<file path="config.mk">
export PLATFORM = sky130hd
export DESIGN_NAME = serial_subtractor_32bit
export DESIGN_NICKNAME = d
export VERILOG_FILES = /design/src/rtl/serial_subtractor_32bit.sv
export SDC_FILE = /design/constraint.sdc
export NUM_CORES = 1
export LEC_CHECK = 0
export CAP_MARGIN = 20
export CELL_PAD_IN_SITES_DETAIL_PLACEMENT = 0
export CELL_PAD_IN_SITES_GLOBAL_PLACEMENT = 1
export CORE_MARGIN = 5
export CORE_UTILIZATION = 39
export DETAILED_ROUTE_END_ITERATION = 16
export PLACE_DENSITY_LB_ADDON = 0.1
export SYNTH_ARGS = -nofsm -noshare
export SYNTH_HDL_FRONTEND = slang
export SYNTH_SLANG_ARGS = --single-unit
</file>
<file path="constraint.sdc">
create_clock -name clk -period 4 [get_ports clk]
set_clock_uncertainty 0.2 [all_clocks]
set_input_delay 0.8 -clock clk [delete_from_list [all_inputs] [get_ports clk]]
set_output_delay 0.8 -clock clk [all_outputs]
set_load 0.02 [all_outputs]
</file>
<file path="src/rtl/serial_subtractor_32bit.sv">
// serial_subtractor_32bit
//   Multi-cycle 32-bit subtractor: D = A - B - Bin, computed one 4-bit slice
//   per clock (least significant slice first) with a registered borrow
//   rippling between slices. Eight slice steps per operation.
//
// Ports
//   clk    : system clock, rising edge
//   rst_n  : asynchronous active-low reset
//   start  : request; accepted in IDLE or DONE, ignored in RUN
//   A, B   : minuend / subtrahend, latched when start is accepted
//   Bin    : borrow-in, latched when start is accepted
//   D      : difference (modulo 2^32)
//   Bout   : unsigned borrow-out (A < B + Bin)
//   V      : two's-complement overflow of A - B - Bin
//   busy   : high while slices are being computed
//   done   : one-cycle pulse when D/Bout/V are valid
module serial_subtractor_32bit (
    input  logic        clk,
    input  logic        rst_n,
    input  logic        start,
    input  logic [31:0] A,
    input  logic [31:0] B,
    input  logic        Bin,
    output logic [31:0] D,
    output logic        Bout,
    output logic        V,
    output logic        busy,
    output logic        done
);

    typedef enum logic [1:0] {IDLE, RUN, DONE} state_t;

    state_t      state;
    logic [31:0] a_r;
    logic [31:0] b_r;
    logic        bor;
    logic [2:0]  i;

    // Current slice operands and 5-bit slice result {borrow, diff}.
    // Bit 4 of the 5-bit difference is set exactly when the slice underflows.
    logic [4:0]  sl_base;
    logic [3:0]  a_s;
    logic [3:0]  b_s;
    logic [4:0]  diff;

    assign sl_base = {i, 2'b00};
    assign a_s     = a_r[sl_base +: 4];
    assign b_s     = b_r[sl_base +: 4];
    assign diff    = {1'b0, a_s} - {1'b0, b_s} - {4'b0000, bor};

    always_ff @(posedge clk or negedge rst_n) begin
        if (!rst_n) begin
            state <= IDLE;
            a_r   <= '0;
            b_r   <= '0;
            bor   <= 1'b0;
            i     <= '0;
            D     <= '0;
            Bout  <= 1'b0;
            V     <= 1'b0;
            busy  <= 1'b0;
            done  <= 1'b0;
        end else begin
            case (state)
                IDLE, DONE: begin
                    done <= 1'b0;
                    if (start) begin
                        a_r   <= A;
                        b_r   <= B;
                        bor   <= Bin;
                        i     <= '0;
                        D     <= '0;
                        Bout  <= 1'b0;
                        V     <= 1'b0;
                        busy  <= 1'b1;
                        state <= RUN;
                    end else begin
                        state <= IDLE;
                    end
                end
                RUN: begin
                    D[sl_base +: 4] <= diff[3:0];
                    bor             <= diff[4];
                    i               <= i + 3'd1;
                    if (i == 3'd7) begin
                        // Top slice: diff[3] is the new D[31], so flags can be
                        // resolved in the same edge that finishes D.
                        Bout  <= diff[4];
                        V     <= (a_r[31] ^ b_r[31]) & (diff[3] ^ a_r[31]);
                        busy  <= 1'b0;
                        done  <= 1'b1;
                        state <= DONE;
                    end
                end
                default: begin
                    busy  <= 1'b0;
                    done  <= 1'b0;
                    state <= IDLE;
                end
            endcase
        end
    end

endmodule

</file>
==> qor.csv <==
metric;value;unit
status;finished clean;
Slew Limit Fails;0;
max cap viols;0;
routing usage on met2;0.276;
Seq pwr share;0.311;
FF+latch count, synth;105;
Async SR Flop Fraction;1.00;
CTS clk-pin slew, worst paths;0.07;ns
total grt overflow;0;
largest net degree at the start of global routing;64;
Vias/cell;4.76;
worst-case hold slack;0.275;ns
period utilization;0.829;
Setup CP Type;reg -> reg;
Worst-Skew Late Latency;0.34;ns
GRT Max-Usage Layer;met2;
Critical Path AT;3.38;ns
met1 Use GR;0.223;
pwr/cell area;940;mW/mm²
routed vias;3688;
H-tree depth;3;
switching part of the total;0.431;
WL/cell;14.9;µm
Worst setup EP type;register;
root buffer cell;clkbuf_16;
top-count cell post-synth;nand2_1;
DR iter-0 viols;238;
Post-Synthesis Cells;503;
Die W;122;µm
RSZ-0062 raised after global routing;no;
top cells by area, synth;dfrtp_1 54%, nand2_1 18%, mux4_2 6.5%;
Cell Area, Synth;0.00485;mm²
hold buffers post-CTS;0;
GRT Total Usage;0.164;
I/O Buffers;103;
FILL cells;1181;
post-CTS sizing;0;
Area Growth Syn to Fin;30.9;%
die height;122;µm
Final setup viols;0;
Initial Util;0.400;
Antenna Cells;0;
Psw;2.57;mW
vias in the first global route;3909;
Logic pwr share;0.540;
Period minus WS final;3.32;ns
EDFF count, synth;0;
list of most frequent post-synthesis cells;231 x nand2_1, 105 x dfrtp_1, 24 x o21ai_0, 16 x nand3_1, 14 x mux4_2;
Syn Nets;584;
hold crit path type;reg -> reg;
LEAKAGE;2.98;nW
clk sink count;105;
drt drc;0;
maximum buffer depth of the clock tree;2;
Slew @ Worst Pin;0.775;ns
sequential area share after synthesis;0.542;
maximum VDD drop;677;µV
CTS Buf Count;9;
Final Hold Fails;0;
setup TNS;0;ns
1st-pass router iterations;4;
layout cell share with drive strength beyond 1;0.0807;
Synthesis Warnings;0;
ANT nets after route;0;
post-route non-filler standard cell count;775;
number of cell rows;40;
CTS tree;done;
CP required;4.07;ns
I/O pins;104;
placed cells;760;
initial antenna violation count;0;
RePlAce Congestion;0.806;
Worst Slack Setup Final;0.685;ns
first-pass GRT wire length;19.4;mm
Power Internal;3.39;mW
DPL Wire Length;8.61;mm
CP Launch Type;register;
area leader, netlist;dfrtp_1;
met3 usage in global routing;0.0308;
nets;684;
setup repair bufs after CTS;0;
CP max FO;18;
Mapped Avg Cell Area;9.64;µm²
highest clock rate;302;MHz
ys flop type;dfrtp_1;
post-place setup slack;0.649;ns
relative slew slack;0.484;
core area;0.0121;mm²
Final Routed Wirelength;11.5;mm
Synth top area share;0.542;
Netlist cell types;35;
clock share of power;0.149;
die area;0.0148;mm²
[flip-flops by register name, summed over array words and instances (netlist names)]
register / count
V: 1
i: 3
a_r: 32
D: 32
state: 1
bor: 1
done: 1
b_r: 32
busy: 1
Bout: 1
[final timing paths]
path	slack, ns	endpoint	cells after the start	startpoint
worst max-delay path	0.68	V	11	i[0]
min in group asynchronous	0.33	D[22]	1	rst_n
worst min-delay path	0.27	a_r[5]	2	a_r[5]
worst min register to register	0.27	a_r[5]	2	a_r[5]
max in group asynchronous	2.42	bor	2	rst_n
worst max register to register	0.68	V	11	i[0]
[metal layers]
layer	vias up	share of wire
met4	0	0.0080
met1	1767	0.47
met2	74	0.49
li1	1840	-
met5	-	0
met3	7	0.033
[worst max-delay path, cell delays in order, from the launching register on]
cell and delay (ns):
dfrtp_2 0.69, buf_4 0.31, mux4_2 0.51, nand2_1 0.08, nand2_1 0.06, ha_1 0.27, inv_1 0.04, ha_1 0.45
xor2_1 0.22, mux2i_1 0.20, mux2i_1 0.08, o21ai_1 0.11
[power groups by stage]
| stage | Clock (mW) | Sequential, mW | Combinational [mW] |
|---|---|---|---|
| global placement | 0 | 1.90 | 3.20 |
| global route | 0.951 | 1.92 | 3.61 |
| CTS | 0.907 | 1.87 | 3.30 |
| detailed placement | 0 | 1.89 | 3.28 |
| finish | 0.888 | 1.86 | 3.22 |
| floorplan | 0 | 1.88 | 2.18 |
[cell type report]
| type | count | area (µm²) | share of cell area |
|---|---|---|---|
| Timing Repair Buffer | 112 | 1100 | 0.173 |
| Multi-Input combinational cell | 366 | 2080 | 0.328 |
| Clock buffer | 11 | 243 | 0.0382 |
| Clock inverter | 4 | 53.8 | 0.00848 |
| Inverter | 9 | 33.8 | 0.00532 |
| Sequential cell | 105 | 2630 | 0.414 |
| Tap cell | 168 | 210 | 0.0331 |
[placed cells by master (no fill, tap or decap), types with 2 or more instances in the layout]
cell type,netlist,final
nand2_1,231,231
dfrtp_1,105,104
clkdlybuf4s50_1,0,102
o21ai_0,24,24
nand3_1,16,16
mux4_2,14,14
o21ai_1,13,13
mux2i_1,11,11
ha_1,11,11
buf_4,0,10
a21oi_1,9,9
clkbuf_16,0,9
inv_1,7,7
nor2_1,5,5
nand2b_1,6,5
xnor2_1,3,3
nand4_1,3,3
inv_2,2,2
nor2b_1,3,2
nor3_1,2,2
nor3b_1,2,2
fa_1,2,2
clkinvlp_4,0,2
[per-stage QoR]
step,power [mW],utilization,cell area (µm²)
2_1_floorplan,4.06,-,4850
3_3_place_gp,5.10,0.500,6050
3_5_place_dp,5.16,0.500,6050
4_1_cts,6.07,0.524,6350
5_1_grt,6.48,0.524,6350
6_report,5.96,0.524,6350
[logic make-up (layout without fill, tap and decap cells)]
| group | Yosys count | in the layout | synth area share |
|---|---|---|---|
| compound gates | 49 | 49 | 0.0578 |
| xor+xnor | 5 | 5 | 0.0129 |
| fa+ha+maj | 13 | 13 | 0.0366 |
| buf+inv | 32 | 136 | 0.0310 |
| flops | 105 | 105 | 0.542 |
| mux | 26 | 26 | 0.0908 |
| simple gates | 273 | 273 | 0.229 |
Note: power is estimated with default switching activity, not from simulation.
